==> config.mk <==
export PLATFORM = sky130hd
export DESIGN_NAME = fir_out_decimator
export DESIGN_NICKNAME = d
export VERILOG_FILES = /design/src/rtl/fir_out_decimator.sv
export SDC_FILE = /design/constraint.sdc
export NUM_CORES = 1
export LEC_CHECK = 0
export CAP_MARGIN = 15
export CORE_MARGIN = 3
export CORE_UTILIZATION = 45
export CTS_BUF_LIST = sky130_fd_sc_hd__clkbuf_4
export DETAILED_ROUTE_END_ITERATION = 12
export PLACE_DENSITY = 0.69
export SLEW_MARGIN = 25
export SYNTH_ARGS = -nofsm -noshare
export SYNTH_HDL_FRONTEND = slang
export SYNTH_SLANG_ARGS = --single-unit
==> constraint.sdc <==
create_clock -name clk -period 4.3 [get_ports clk]
set_input_delay 1.29 -clock clk [delete_from_list [all_inputs] [get_ports clk]]
set_output_delay 1.29 -clock clk [all_outputs]
set_load 0.01 [all_outputs]
==> src/rtl/fir_out_decimator.sv <==
// Decimates a stream of unsigned FIR output samples, scales each kept sample to 8 bits with
// saturation, and buffers the results in a small show-ahead FIFO that has overflow statistics.
module fir_out_decimator #(
   parameter int DECIM = 2,
   parameter int SHIFT = 4,
   parameter int DEPTH = 4
) (
   input  logic        clk,
   input  logic        rst_n,
   input  logic        in_valid,
   input  logic [15:0] in_data,
   input  logic        clr_stat,
   output logic        out_valid,
   input  logic        out_ready,
   output logic [7:0]  out_data,
   output logic [4:0]  fill,
   output logic [7:0]  ovf_cnt,
   output logic        sat_flag
);

   localparam int AW = (DEPTH > 1) ? $clog2(DEPTH) : 1;

   logic [3:0]    phase;
   logic [AW-1:0] rd_ptr;
   logic [AW-1:0] wr_ptr;
   logic [4:0]    count;
   logic [7:0]    mem [DEPTH];

   logic [15:0]   shifted;
   logic          clip;
   logic [7:0]    kept_val;
   logic          kept;
   logic          full;
   logic          pop;
   logic          push;

   // A full FIFO still accepts a kept sample when the head leaves in the same cycle
   always_comb begin
      shifted  = in_data >> SHIFT;
      clip     = shifted > 16'd255;
      kept_val = clip ? 8'hFF : shifted[7:0];
      kept     = in_valid && (phase == 4'd0);
      full     = (count == 5'(DEPTH));
      pop      = (count != 5'd0) && out_ready;
      push     = kept && (!full || pop);
   end

   always_ff @(posedge clk) begin
      if (!rst_n) begin
         phase    <= '0;
         rd_ptr   <= '0;
         wr_ptr   <= '0;
         count    <= '0;
         ovf_cnt  <= '0;
         sat_flag <= 1'b0;
         for (int i = 0; i < DEPTH; i++) mem[i] <= '0;
      end else begin
         if (in_valid) phase <= (phase == 4'(DECIM - 1)) ? 4'd0 : phase + 4'd1;
         if (push) begin
            mem[wr_ptr] <= kept_val;
            wr_ptr      <= wr_ptr + 1'b1;
         end
         if (pop) rd_ptr <= rd_ptr + 1'b1;
         if (push && !pop)      count <= count + 5'd1;
         else if (pop && !push) count <= count - 5'd1;
         // Clearing the statistics wins over any event recorded in the same cycle
         if (clr_stat) begin
            ovf_cnt  <= '0;
            sat_flag <= 1'b0;
         end else begin
            if (kept && !push && ovf_cnt != 8'hFF) ovf_cnt <= ovf_cnt + 8'd1;
            if (kept && clip) sat_flag <= 1'b1;
         end
      end
   end

   assign out_valid = (count != 5'd0);
   assign out_data  = mem[rd_ptr];
   assign fill      = count;

endmodule

==> results of run 1 <==
state kept, by name (all words and copies together), names as in the netlist, named ones only:
register / cells
sat_flag: 1
phase: 4
fill: 5
mem: 32
ovf_cnt: 8
wr_ptr: 2
rd_ptr: 2
worst min-delay path, cell delays in order, from the launching register on:
cell and delay [ps]:
dfxtp_1 360, a31oi_1 40, nor2_1 70
cell usage after synthesis (2+ instances only):
master,number
nor2_1,51
edfxtp_1,32
dfxtp_1,24
nand2_1,11
a21oi_1,9
mux4_2,8
nor2_2,8
clkbuf_1,6
nand3_1,6
or4_1,6
ha_1,5
inv_1,5
xor2_1,5
mux2i_1,4
o21ai_0,4
nand2b_1,3
nand4_1,3
nor4_1,3
o31ai_1,3
xnor2_1,3
a211oi_1,2
a21o_1,2
a31oi_1,2
buf_2,2
buf_6,2
or3_1,2
worst min path at each step:
stage,startpoint,end
6_report,sat_flag,sat_flag
5_1_grt,ovf_cnt[5],ovf_cnt[5]
4_1_cts,sat_flag,sat_flag
3_5_place_dp,sat_flag,sat_flag
3_3_place_gp,sat_flag,sat_flag
2_1_floorplan,rd_ptr[1],flip-flop
cell families (layout without fill, tap and decap cells):
group                    count (synthesis)  after routing  share of synthesized area (%)
AND/OR/NAND/NOR                        105            105                           20.2
flip-flops                              56             56                           55.4
AO/OA/AOI/OAI                           28             28                           7.12
buffers and inverters                   16             58                           2.98
multiplexers                            12             12                           8.47
XOR/XNOR                                 8              8                           2.69
adder cells (fa/ha/maj)                  6              6                           3.17
layout make-up:
class	instances	area [um2]	share of cell area, %
clock buffers	7	52.6	1.68
inverters	5	18.8	0.600
repair buffers	45	435	13.9
clock inverters	1	8.76	0.280
multi-input cells	159	1080	34.6
well taps	72	90.1	2.88
flip-flops and latches	56	1440	46.1
routing by layer:
metal / wire length (um) / vias to the layer above
met1: 2180 / 894
met2: 2610 / 41
met3: 238 / 10
li1: - / 928
met5: 0 / -
met4: 78 / 0
layout by cell type, fill, tap and decap left out, drive strengths merged, types with 3 or more instances in the layout:
| cell type | synthesis | layout |
|---|---|---|
| nand4 | 3 | 3 |
| mux4 | 8 | 8 |
| xnor2 | 3 | 3 |
| a21oi | 9 | 9 |
| mux2i | 4 | 4 |
| buf | 5 | 6 |
| nand2b | 3 | 3 |
| nand2 | 11 | 11 |
| clkdlybuf4s50 | 0 | 39 |
| inv | 5 | 5 |
| o21ai | 5 | 5 |
| nor4 | 3 | 3 |
| or4 | 6 | 6 |
| xor2 | 5 | 5 |
| edfxtp | 32 | 32 |
| ha | 5 | 5 |
| nand3 | 6 | 6 |
| dfxtp | 24 | 24 |
| o31ai | 3 | 3 |
| nor2 | 59 | 59 |
| clkbuf | 6 | 7 |
metrics by stage:
| stage | setup WS (ps) | power [mW] | hold slack (ps) |
|---|---|---|---|
| after CTS | 720 | 1.42 | 509 |
| after global routing | 545 | 1.49 | 545 |
| after floorplan | 738 | 0.991 | 485 |
| after detailed placement | 296 | 1.18 | 461 |
| final | 733 | 1.40 | 502 |
| after global placement | 327 | 1.17 | 478 |
power by group through the flow:
stage,logic (mW),registers (mW),clock network (mW)
2_1_floorplan,0.303,0.688,0
3_3_place_gp,0.447,0.722,0
5_1_grt,0.497,0.719,0.274
3_5_place_dp,0.454,0.722,0
4_1_cts,0.456,0.710,0.253
6_report,0.450,0.707,0.245
==> flow_summary.toml, run 1 <==
[run_status]
status = "completed"

[synth]
ys_seq_area_share_pct = 55.4
yosys_most_used_dff = "edfxtp_1"
synth_enable_flop_cells = 32
synthDominantCellAreaShare_pct = 36.9
synthesis.nets = 258
netlist_area_mm2 = 0.00260
synthesis.instances = 231
yosys-top-cells-area = "edfxtp_1, dfxtp_1, nor2_1"
synth_warnings = 0
synth_top_cell_by_area = "edfxtp_1"
synth_seq_cells = 56
ys_types = 46
async_flop_share_pct = 0
syn_avg_cell_area_um2 = 11.3

[floorplanning]
coreArea_mm2 = 0.00554
io_pins = 44
fp-row-count = 27
fp.dieH_um = 82.0
die_area_mm2 = 0.00673
start_util_pct = 47.0
die_w_um = 82.0

[setup_path]
crit_path_start = "in_valid"
cp_common_cell = "ha_1"
worst-path-stages = 10
crit_arrival_ps = 3850
critPathMaxFanout = 5
worst-path-buf-inv = 2
crit_chain = "clkdlybuf4s50_1 > or4b_1 > a211oi_1 > ha_1 > inv_1 > ha_1 > a21o_1 > a21oi_1 > nor4_1 > a311o_1"
reg2reg_from = "fill[0]"
cpPeakStageDelay_ps = 470
cp-end-kind = "flip-flop"
endpoint = "fill[3]"
required_ps = 4590
crit_slowest_cell = "clkdlybuf4s50_1"
rr_worst_depth = 9
cpLargestDelayFamily = "compound AO/OA/AOI/OAI gates"
r2r_slack_ps = 1610
crit_type = "primary input to flip-flop"
startpoint_type = "primary input"
r2r_end = "fill[3]"

[global_route]
grt.total_usage_pct = 16.6
grt_util_met2_pct = 29.7
grt_pass1_wl_um = 8270
grt_pass1_vias = 1800
grt_max_degree = 17
grtUsageMet3_pct = 4.39
top_usage_layer = "met2"
grt_overflow = 0
grt_use_met1_pct = 19.2
antenna_found_initial = 0

[power]
peakVddDrop_uv = 300
p_sw_share_pct = 30.3
clock_power_share_pct = 17.5
p_sw_uw = 424
power_frac_seq_pct = 50.4
combPwrFrac_pct = 32.1
p_leak_nw = 1.15
intPower_uw = 977
power_density_mw_per_mm2 = 448

[clock_network]
cts_tree = "done"
cts_buffers = 5
cts_max_path_buffers = 2
cts_resized = 0
cts_num_sinks = 56
path_clk_slew_ps = 150
cts_max_level = 2
root_buffer = "clkbuf_4"
cts_hold_buf = 0
insertion_delay_ps = 380
postCtsSetupBuffers = 0

[sta]
hold_viol = 0
slew_viol_final = 0
skew_ps = 13.1
worst_slew_pin_slew_ps = 642
min_period_over_period_pct = 82.9
tns_ps = 0
rsz0062_at_grt = "no"
max_slew_margin_pct = 56.8
fmax_mhz = 280
finalSetupViolCount = 0
period_needed_ps = 3570

[detailed_routing]
dr_total_vias = 1873
vias_per_cell = 5.43
drt_iter0_markers = 88
wl_per_cell_um = 14.8
firstDrtPassIters = 4
drc = 0
drt_wl_total_um = 5110
ant_nets = 0

[cells_and_area]
drive_gt1_share_pct = 12.5
area_delta_synth_final_pct = 20.3
final_util_pct = 56.5
stdcell_area_mm2 = 0.00313
diodes = 0
stdcell_count = 345
finalNetCount = 299
fillers = 538

[placement]
placed_cells = 337
dp_hpwl_um = 3470
port_buffers = 39
routabilityCongestion = 0.749
place_area_mm2 = 0.00307

[job]
maxCapViolations = 0

[worst_hold_path]
hold_path_depth = 2
hold_class = "flip-flop to flip-flop"
(Power assumes the default switching activity.)
==> inputs of run 2 (changes only) <==
--- a/config.mk
+++ b/config.mk
@@ -10,7 +10,7 @@
 export CORE_UTILIZATION = 45
 export CTS_BUF_LIST = sky130_fd_sc_hd__clkbuf_4
 export DETAILED_ROUTE_END_ITERATION = 12
-export PLACE_DENSITY = 0.69
+export PLACE_DENSITY = 0.72
 export SLEW_MARGIN = 25
 export SYNTH_ARGS = -nofsm -noshare
 export SYNTH_HDL_FRONTEND = slang
==> constraint.sdc (replaced) <==
create_clock -name clk -period 3.2 [get_ports clk]
set_input_delay 0.96 -clock clk [delete_from_list [all_inputs] [get_ports clk]]
set_output_delay 0.96 -clock clk [all_outputs]
set_load 0.01 [all_outputs]
==> run 2 against run 1 <==
Register-to-register slack got worse by 1100 ps. Global-route usage rose by 0.086 points. Hold slack improved by 16 ps. Combinational power rose by 75%. Sequential cell count did not move. Utilization rose by 3.7 points. Worst setup slack got worse by 440 ps. Clock power rose by 28%. Sequential power rose by 31%. Largest power group unchanged. Highest routed layer unchanged.
==> flow_summary.toml, run 2 (synthesis results as in run 1) <==
[run_status]
status = "completed"

[cells_and_area]
multi_input_area_mm2 = 0.00114
stdcell_count = 361
layout_common_cells = "nor2_1, clkdlybuf4s50_1, edfxtp_1"
layout_commonest_cell = "nor2_1"
area_delta_synth_final_pct = 28.2
diodes = 0
regMostFlops = "mem"
finalNetCount = 315
fillers = 485
drive_gt1_share_pct = 21.1
largest_reg_flops = 32
seq_area_mm2 = 0.00144

[clock_network]
cts_num_sinks = 56
cts_buffers = 5
cts_hold_buf = 0
cts_tree = "done"
insertion_delay_ps = 370
cts_max_level = 2
path_clk_slew_ps = 170
root_buffer = "clkbuf_4"
cts_max_path_buffers = 2

[detailed_routing]
drc = 0
ant_nets = 0
vias_per_cell = 5.29
firstDrtPassIters = 4
dr_total_vias = 1908
wl_per_cell_um = 14.4
drt_iter0_markers = 109
drt_wl_total_um = 5210

[setup_path]
crit_type = "flip-flop to output pin"
cpPeakStageDelay_ps = 530
crit_arrival_ps = 1950
startpoint_type = "flip-flop"
worst-path-buf-inv = 2
critPathMaxFanout = 8
crit_slowest_cell = "mux4_2"
required_ps = 2240
crit_chain = "buf_4 > mux4_2 > clkdlybuf4s50_1"
cpLargestDelayFamily = "buffers and inverters"
cp-end-kind = "output pin"

[floorplanning]
io_pins = 44
coreArea_mm2 = 0.00554
die_area_mm2 = 0.00673
fp.dieH_um = 82.0
fp-row-count = 27
start_util_pct = 47.0
die_w_um = 82.0

[sta]
fmax_mhz = 343
worst_slew_pin_slew_ps = 517
period_needed_ps = 2910
tns_ps = 0
slew_viol_final = 0
skew_ps = 21.9
finalSetupViolCount = 0
rsz0062_at_grt = "no"
max_slew_margin_pct = 65.4
hold_viol = 0
min_period_over_period_pct = 91.0

[job]
maxCapViolations = 0

[global_route]
grt_pass1_wl_um = 8440
grt_pass1_vias = 1790
grt.total_usage_pct = 16.7
grt_max_degree = 19
grt_overflow = 0
antenna_found_initial = 0

[placement]
placed_cells = 353
port_buffers = 39
routabilityCongestion = 0.774
dp_hpwl_um = 3660

[worst_hold_path]
hold_class = "flip-flop to flip-flop"

[power]
power_density_mw_per_mm2 = 608
finalPower_mw = 2.03
p_leak_nw = 1.24
peakVddDrop_uv = 462
## run 2: area by class of cell
cell class,instances,share of cell area [%]
timing repair buffer,61,17.5
clock inverter,3,0.638
sequential,56,43.2
clock buffer,5,1.13
inverter,5,0.638
tap,72,2.70
multi-input combinational,159,34.2
## run 2: final timing paths
check        startpoint           to  slack (ps)  cells after the start
max           flip-flop  out_data[5]         290                      3
min          ovf_cnt[7]   ovf_cnt[7]         520                      2
max reg2reg     fill[0]      fill[3]         560                      9
min reg2reg  ovf_cnt[7]   ovf_cnt[7]         520                      2
## run 2: timing repair
item                                    in CTS  in global routing
resized for setup                            0                 12
endpoints found under the hold margin        0                  0
endpoints found under the setup margin       0                  2
buffers inserted                             0                  0
## run 2: worst register-to-register path, cell delays in order, from the launching register on
cell and delay (ps):
dfxtp_1 410, or4_1 560, o21ai_0 270, ha_2 270, inv_4 70, ha_1 260, a21o_1 190, a21oi_2 150
nor4_1 60, a311o_1 310
## run 2: metal layers
layer	global-route usage, %	part of all wire (%)	vias up
li1	-	-	954
met1	21.4	46	909
met2	28.3	50	43
met3	4.06	4.1	2
met4	4.15	0.40	0
met5	0	0	-
## run 2: through the flow
stage	cell area [um2]	setup slack, ps	utilization, %	hold slack (ps)
6_report	3330	289	60.2	518
5_1_grt	3330	172	60.2	545
4_1_cts	3280	32.2	59.1	516
3_5_place_dp	3220	-368	58.1	492
3_3_place_gp	3220	-334	58.1	469
2_1_floorplan	2610	121	-	485
## run 2: report_power, final
group	total (mW)	switching [mW]	internal [mW]
clock network	0.314	0.226	0.0877
registers	0.928	0.0740	0.854
logic	0.787	0.324	0.463
total	2.03	0.624	1.40
==> inputs of run 3 (changes only) <==
--- a/config.mk
+++ b/config.mk
@@ -10,7 +10,7 @@
 export CORE_UTILIZATION = 45
 export CTS_BUF_LIST = sky130_fd_sc_hd__clkbuf_4
 export DETAILED_ROUTE_END_ITERATION = 12
-export PLACE_DENSITY = 0.72
+export PLACE_DENSITY = 0.73
 export SLEW_MARGIN = 25
 export SYNTH_ARGS = -nofsm -noshare
 export SYNTH_HDL_FRONTEND = slang
==> run 3 against run 2 <==
Worst setup slack got worse by 96 ps. Non-clock buffer count rose by 2. Global-route usage rose by 0.22 points. Utilization fell by 0.27 points. Hold slack got worse by 12 ps. Critical path type unchanged. Critical endpoint is now out_data[3]. Largest cell class unchanged.
==> flow_summary.toml, run 3 (synthesis results as in run 1) <==
[clock_network]
insertion_delay_ps = 360
path_clk_slew_ps = 150
cts_hold_buf = 0
cts_tree = "done"
cts_num_sinks = 56
cts_max_path_buffers = 2
cts_resized = 0
root_buffer = "clkbuf_4"
cts_buffers = 5
cts_max_level = 2
postCtsSetupBuffers = 0

[setup_path]
rr_worst_depth = 9
crit_arrival_ps = 2050
reg2reg_from = "fill[0]"
crit_type = "flip-flop to output pin"
cpLargestDelayFamily = "buffers and inverters"
cp-end-kind = "output pin"
required_ps = 2240
crit_chain = "buf_4 > mux4_2 > clkdlybuf4s50_1"
worst-path-buf-inv = 2
cpPeakStageDelay_ps = 500
r2r_end = "fill[3]"
crit_slowest_cell = "mux4_2"
critPathMaxFanout = 5
startpoint_type = "flip-flop"
r2r_slack_ps = 580

[sta]
period_needed_ps = 3010
min_period_over_period_pct = 94.0
timing.hold.ws_ps = 506
skew_ps = 10.6
worst_slew_pin_slew_ps = 507
finalSetupViolCount = 0
slew_viol_final = 0
tns_ps = 0
rsz0062_at_grt = "no"
hold_viol = 0
max_slew_margin_pct = 66.1
fmax_mhz = 333

[global_route]
grt_overflow = 0
grt_pass1_wl_um = 8580
grt_pass1_vias = 1866
grt_util_met2_pct = 29.7
grt_use_met1_pct = 20.8
grtUsageMet3_pct = 3.51
grt.total_usage_pct = 16.9
grt_max_degree = 18
antenna_found_initial = 0
top_usage_layer = "met2"

[power]
power_density_mw_per_mm2 = 599
peakVddDrop_uv = 351
p_leak_nw = 1.25

[cells_and_area]
layout_commonest_cell = "nor2_1"
drive_gt1_share_pct = 19.9
finalNetCount = 317
layout_common_cells = "nor2_1, clkdlybuf4s50_1, edfxtp_1"
diodes = 0
fillers = 482
seq_area_mm2 = 0.00144
largest_reg_flops = 32
area_delta_synth_final_pct = 27.6
regMostFlops = "mem"
multi_input_area_mm2 = 0.00111

[detailed_routing]
drt_iter0_markers = 87
vias_per_cell = 5.30
drt_wl_total_um = 5170
dr_total_vias = 1924
ant_nets = 0
drc = 0
wl_per_cell_um = 14.3
firstDrtPassIters = 4

[worst_hold_path]
hold_end = "sat_flag"
hold_class = "flip-flop to flip-flop"
hold_path_depth = 2
worstHoldStart = "sat_flag"

[placement]
port_buffers = 39
routabilityCongestion = 0.777
dp_hpwl_um = 3750

[floorplanning]
io_pins = 44
die_area_mm2 = 0.00673
fp.dieH_um = 82.0
coreArea_mm2 = 0.00554
fp-row-count = 27
die_w_um = 82.0
start_util_pct = 47.0

[job]
maxCapViolations = 0

[run_status]
status = "completed"
-- run 3: worst max-delay path by stage --
stage,depth (start not counted),end
finish,3,out_data[3]
global route,3,out_data[3]
CTS,10,fill[3]
detailed placement,10,fill[3]
global placement,10,fill[3]
floorplan,9,fill[3]
-- run 3: final cells by class --
type,instances,share of cell area [%]
inverters,5,0.565
multi-input cells,159,33.5
clock inverters,2,0.377
clock buffers,6,1.36
flip-flops and latches,56,43.4
well taps,72,2.71
repair buffers,63,18.0
-- run 3: routing by layer --
metal,up-vias,share of wire [%]
met3,4,4.3
met1,916,44
met2,45,51
met4,0,0.73
met5,-,0
li1,959,-
-- run 3: power by group --
| group | total (mW) | leakage [nW] | switching, mW | internal [mW] |
|---|---|---|---|---|
| clock network | 0.304 | 0.0333 | 0.210 | 0.0944 |
| logic | 0.749 | 0.692 | 0.299 | 0.450 |
| registers | 0.936 | 0.527 | 0.0820 | 0.854 |
-- run 3: worst register-to-register path, delay by kind of cell, from the launching register on --
family / cells / cell delay (ps)
compound gates: 4 / 920
fa+ha+maj: 2 / 520
buf+inv: 1 / 70
flops: 1 / 410
simple gates: 2 / 620
-- run 3: stage by stage --
step | instance area (um2) | util (%) | worst slack [ps] | std cells | power (mW)
6_report | 3320 | 59.9 | 193 | 363 | 1.99
5_1_grt | 3320 | 59.9 | 25.5 | 363 | 2.12
4_1_cts | 3290 | 59.4 | 19.0 | 363 | 1.99
3_5_place_dp | 3230 | 58.4 | -404 | 355 | 1.69
3_3_place_gp | 3230 | 58.4 | -348 | 355 | 1.67
2_1_floorplan | 2610 | - | 121 | 231 | 1.33
